### src/rtl/tick_dispatch.sv
// tick_dispatch: queues one-cycle ticks from the upstream tick generator in a
// saturating pending counter and issues each as one req/ack handshake to a
// slave. A watchdog aborts a request that has gone unacknowledged for TOUT
// cycles. Overflow and completion counters are kept for observability.
//
// Ports:
//   clk       in   clock, rising edge
//   rst       in   synchronous active-high reset
//   tick      in   one-cycle tick pulse from upstream
//   ack       in   slave acknowledge, only meaningful while req=1
//   req       out  request to slave (state REQ)
//   pend      out  [PBITS-1:0] queued ticks not yet issued
//   busy      out  state is not IDLE
//   tout      out  one-cycle pulse after a watchdog abort
//   ovf       out  sticky, a tick was dropped at saturation
//   done_cnt  out  [DBITS-1:0] completed handshakes, wraps
module tick_dispatch #(
  parameter int PBITS = 4,
  parameter int MAXP  = 10,
  parameter int TOUT  = 16,
  parameter int TBITS = 5,
  parameter int DBITS = 8
) (
  input  logic             clk,
  input  logic             rst,
  input  logic             tick,
  input  logic             ack,
  output logic             req,
  output logic [PBITS-1:0] pend,
  output logic             busy,
  output logic             tout,
  output logic             ovf,
  output logic [DBITS-1:0] done_cnt
);

  typedef enum logic [1:0] {IDLE, REQ, GAP} state_t;

  localparam logic [TBITS-1:0] TLAST = TBITS'(TOUT - 1);
  localparam logic [PBITS-1:0] PMAX  = PBITS'(MAXP);

  state_t           state, state_nx;
  logic [TBITS-1:0] timer, timer_nx;
  logic             issue, acked, expire;

  // issue doubles as the pending-counter decrement
  assign issue  = (state == IDLE) && (pend != '0);
  assign acked  = (state == REQ) && ack;
  // ack takes precedence over a coincident watchdog expiry
  assign expire = (state == REQ) && !ack && (timer == TLAST);

  always_comb begin
    state_nx = state;
    timer_nx = timer;
    case (state)
      IDLE: begin
        if (issue) begin
          state_nx = REQ;
          timer_nx = '0;
        end
      end
      REQ: begin
        if (acked || expire) state_nx = GAP;
        else                 timer_nx = timer + TBITS'(1);
      end
      GAP:     state_nx = IDLE;
      default: state_nx = IDLE;
    endcase
  end

  always_ff @(posedge clk) begin
    if (rst) begin
      state    <= IDLE;
      timer    <= '0;
      pend     <= '0;
      tout     <= 1'b0;
      ovf      <= 1'b0;
      done_cnt <= '0;
    end else begin
      state <= state_nx;
      timer <= timer_nx;
      tout  <= expire;
      if (acked) done_cnt <= done_cnt + DBITS'(1);
      // simultaneous inc/dec cancel; an inc at saturation is lost
      case ({tick, issue})
        2'b10: begin
          if (pend == PMAX) ovf  <= 1'b1;
          else              pend <= pend + PBITS'(1);
        end
        2'b01:   pend <= pend - PBITS'(1);
        default: pend <= pend;
      endcase
    end
  end

  assign req  = (state == REQ);
  assign busy = (state != IDLE);

endmodule

### config.mk
export PLATFORM = sky130hd
export DESIGN_NAME = tick_dispatch
export DESIGN_NICKNAME = d
export VERILOG_FILES = /design/src/rtl/tick_dispatch.sv
export SDC_FILE = /design/constraint.sdc
export NUM_CORES = 1
export LEC_CHECK = 0
export BUFFER_PORTS_ARGS = -buffer_cell sky130_fd_sc_hd__buf_2
export CAP_MARGIN = 40
export CORE_MARGIN = 2
export CORE_UTILIZATION = 53
export DETAILED_ROUTE_END_ITERATION = 10
export PLACE_DENSITY = 0.84
export SYNTH_ARGS = -nofsm -noshare
export SYNTH_HDL_FRONTEND = slang
export SYNTH_SLANG_ARGS = --single-unit
### constraint.sdc
create_clock -name clk -period 2.24 [get_ports clk]
set_input_delay 0.224 -clock clk [delete_from_list [all_inputs] [get_ports clk]]
set_output_delay 0.224 -clock clk [all_outputs]
set_load 0.03 [all_outputs]
==> results.toml <==
[status]
status = "finished, final reports clean"

[global_route]
grt_pass1_wl_um = 3480
grt_usage_pct = 18.8
first_global_vias = 832
overflow = 0
grt_max_degree = 24
antenna_found_initial = 0

[timing]
final_max_slew_viol_count = 0
fin_crit_ps = 2070
finalSetupTns_ps = 0
hold_violations = 0
worstMarginPinSlew_ps = 389
fin_skew_ps = 5.09
grt_setup_unrepaired = "false"
setup_viol = 0
slew_headroom_pct = 74.1
max_freq_ghz = 0.483
fin_crit_sh_pct = 92.3
setup_slack_ps = 172

[logic_synthesis]
ys_seq_area_share_pct = 40.1
syn_inst = 115
ys_async_sr_fraction_pct = 0
synth_seq_cells = 21
synth_edf_count = 0
synth_area_per_cell_um2 = 9.11
synth_area_um2 = 1050
synth.distinct_cells = 39
yosys_warnings = 0
synthFlopType = "dfxtp_1"
syn_nets = 123

[clock_tree]
clockBufferDepth = 2
clock-sinks = 21
path_clk_slew_ps = 110
cts_inserted_buffers = 3
root_buffer = "clkbuf_4"
post_cts_buffers = 0
htree_levels = 1
clock_latency_ps = 300
cts_tree = "built"

[worst_setup_path]
worstSetupStartpointType = "flop"
critPathTopFamily = "simple AND/OR/NAND/NOR gates"
cpPeakStageDelay_ps = 410
worstSetupPathType = "flop to flop"
end_kind = "flop"
critical_path_peak_fanout = 7
r2r_setup_slack_ps = 170
worstPathArrival_ps = 2270
slowest_stage = "dfxtp_1"
crit_required_ps = 2440
cp_num_buf_inv = 0
cp_cell_sequence = "nor4_4 -> nor3_1 -> xor2_1 -> ha_1 -> nor4_2 -> a41oi_2 -> mux2_4"

[route]
firstDrtPassIters = 4
wirelength_um = 1930
vias = 885
drt_iter0_drc = 17
drc = 0
wl_per_cell_um = 11.9
ant_nets = 0
routed_via_density = 5.46

[die]
io_pins = 20
die_w_um = 48.5
row_count = 16
initial_utilization_pct = 55.1
die_area_um2 = 2350
core_area_um2 = 1900
die_h_um = 48.5

[layout]
finish.net_count = 144
drive_gt1_share_pct = 26.7
area_growth_pct = 14.5
fin_util_pct = 63.0
stdcell_area_um2 = 1200
layout_common_cells = "20 x dfxtp_1, 19 x buf_2, 12 x nor2_1, 8 x a21oi_1, 7 x nand2_1"
final_common_cell = "dfxtp_1"
n_antenna_cell = 0

[place]
routabilityCongestion = 0.813
place_ws_ps = 148
port_buffers = 19
hpwl_um = 1440
place_area_um2 = 1160

[worst_hold_path]
hp-class = "primary input to flop"

[pwr]
p_comb_share_pct = 45.7
p_per_area_nw_per_um2 = 1030
p_sw_share_pct = 42.2
ir_drop_mv = 0.682
p_int_mw = 0.712
p_sw_mw = 0.520
sequentialPowerShare_pct = 40.0
p_total_mw = 1.23
p_leak_nw = 0.498
p_clk_share_pct = 14.3

[flow_run]
maxCapViolCount = 0
==> final timing paths <==
path | startpoint | end | depth (start not counted)
setup / recovery | pend[3] | pend[2] | 7
hold reg to reg | timer[4] | timer[4] | 2
hold / removal | ack | tout | 2
setup reg to reg | pend[3] | pend[2] | 7
==> sequential cells by signal, summed over array words and instances (netlist names) <==
signal    cells
done_cnt      8
ovf           1
pend          4
state         2
timer         5
tout          1
==> power groups by stage <==
| stage | Combinational [mW] | Sequential [mW] | Clock [mW] |
|---|---|---|---|
| floorplan | 0.402 | 0.533 | 0 |
| global placement | 0.542 | 0.492 | 0 |
| detailed placement | 0.552 | 0.498 | 0 |
| CTS | 0.556 | 0.491 | 0.185 |
| global route | 0.610 | 0.504 | 0.203 |
| finish | 0.563 | 0.493 | 0.176 |
==> metal layers <==
metal | vias up | GRT usage, % | routed length, um
li1 | 451 | - | -
met1 | 401 | 20.6 | 849
met2 | 26 | 33.8 | 925
met3 | 7 | 5.25 | 107
met4 | 0 | 8.10 | 45
met5 | - | 0 | 0
==> cell type report <==
class	count	area, um2
fillers	167	703
well taps	27	33.8
inverters	4	15.0
clock buffers	4	26.3
flip-flops and latches	21	422
multi-input cells	87	607
repair buffers	19	95.1
==> worst reg2reg max path: cells and delay by family, from the launching register on <==
kind	cells	cell delay, ps
AND/OR/NAND/NOR	3	770
multiplexers	1	320
flip-flops	1	410
adder cells (fa/ha/maj)	1	230
AO/OA/AOI/OAI	1	80
XOR/XNOR	1	160
==> cells in the mapped netlist, types with 2 or more instances <==
cell / instances / area share (%)
dfxtp_1: 21 / 40
nor2_1: 12 / 4.3
a21oi_1: 8 / 3.8
nand2_1: 7 / 2.5
or3_1: 6 / 3.6
nor3_1: 5 / 2.4
ha_1: 4 / 4.8
xor2_1: 4 / 3.3
inv_1: 3 / 1.1
nand3_1: 3 / 1.4
nand4_1: 3 / 1.8
o21ai_1: 3 / 1.4
xnor2_1: 3 / 2.5
and3_1: 2 / 1.2
clkbuf_1: 2 / 0.72
mux2_4: 2 / 2.9
nand2b_1: 2 / 1.2
nand3b_1: 2 / 1.4
nor2b_1: 2 / 1.2
nor4_1: 2 / 1.2
==> repair_timing <==
item,in CTS,in global routing
gates resized for setup,0,2
setup endpoints to repair,0,1
hold buffers,0,0
==> cells by family after synthesis <==
family / Yosys count / synth area share [%]
adder cells (fa/ha/maj): 4 / 4.78
multiplexers: 3 / 3.82
AND/OR/NAND/NOR: 55 / 30.8
AO/OA/AOI/OAI: 18 / 12.1
XOR/XNOR: 7 / 5.85
buffers and inverters: 7 / 2.51
flip-flops: 21 / 40.1
==> stage by stage <==
step / hold slack [ps] / instances
3_3_place_gp: 440 / 158
4_1_cts: 139 / 162
3_5_place_dp: 448 / 158
2_1_floorplan: 301 / 115
6_report: 148 / 162
5_1_grt: 139 / 162
(Power assumes the default switching activity.)
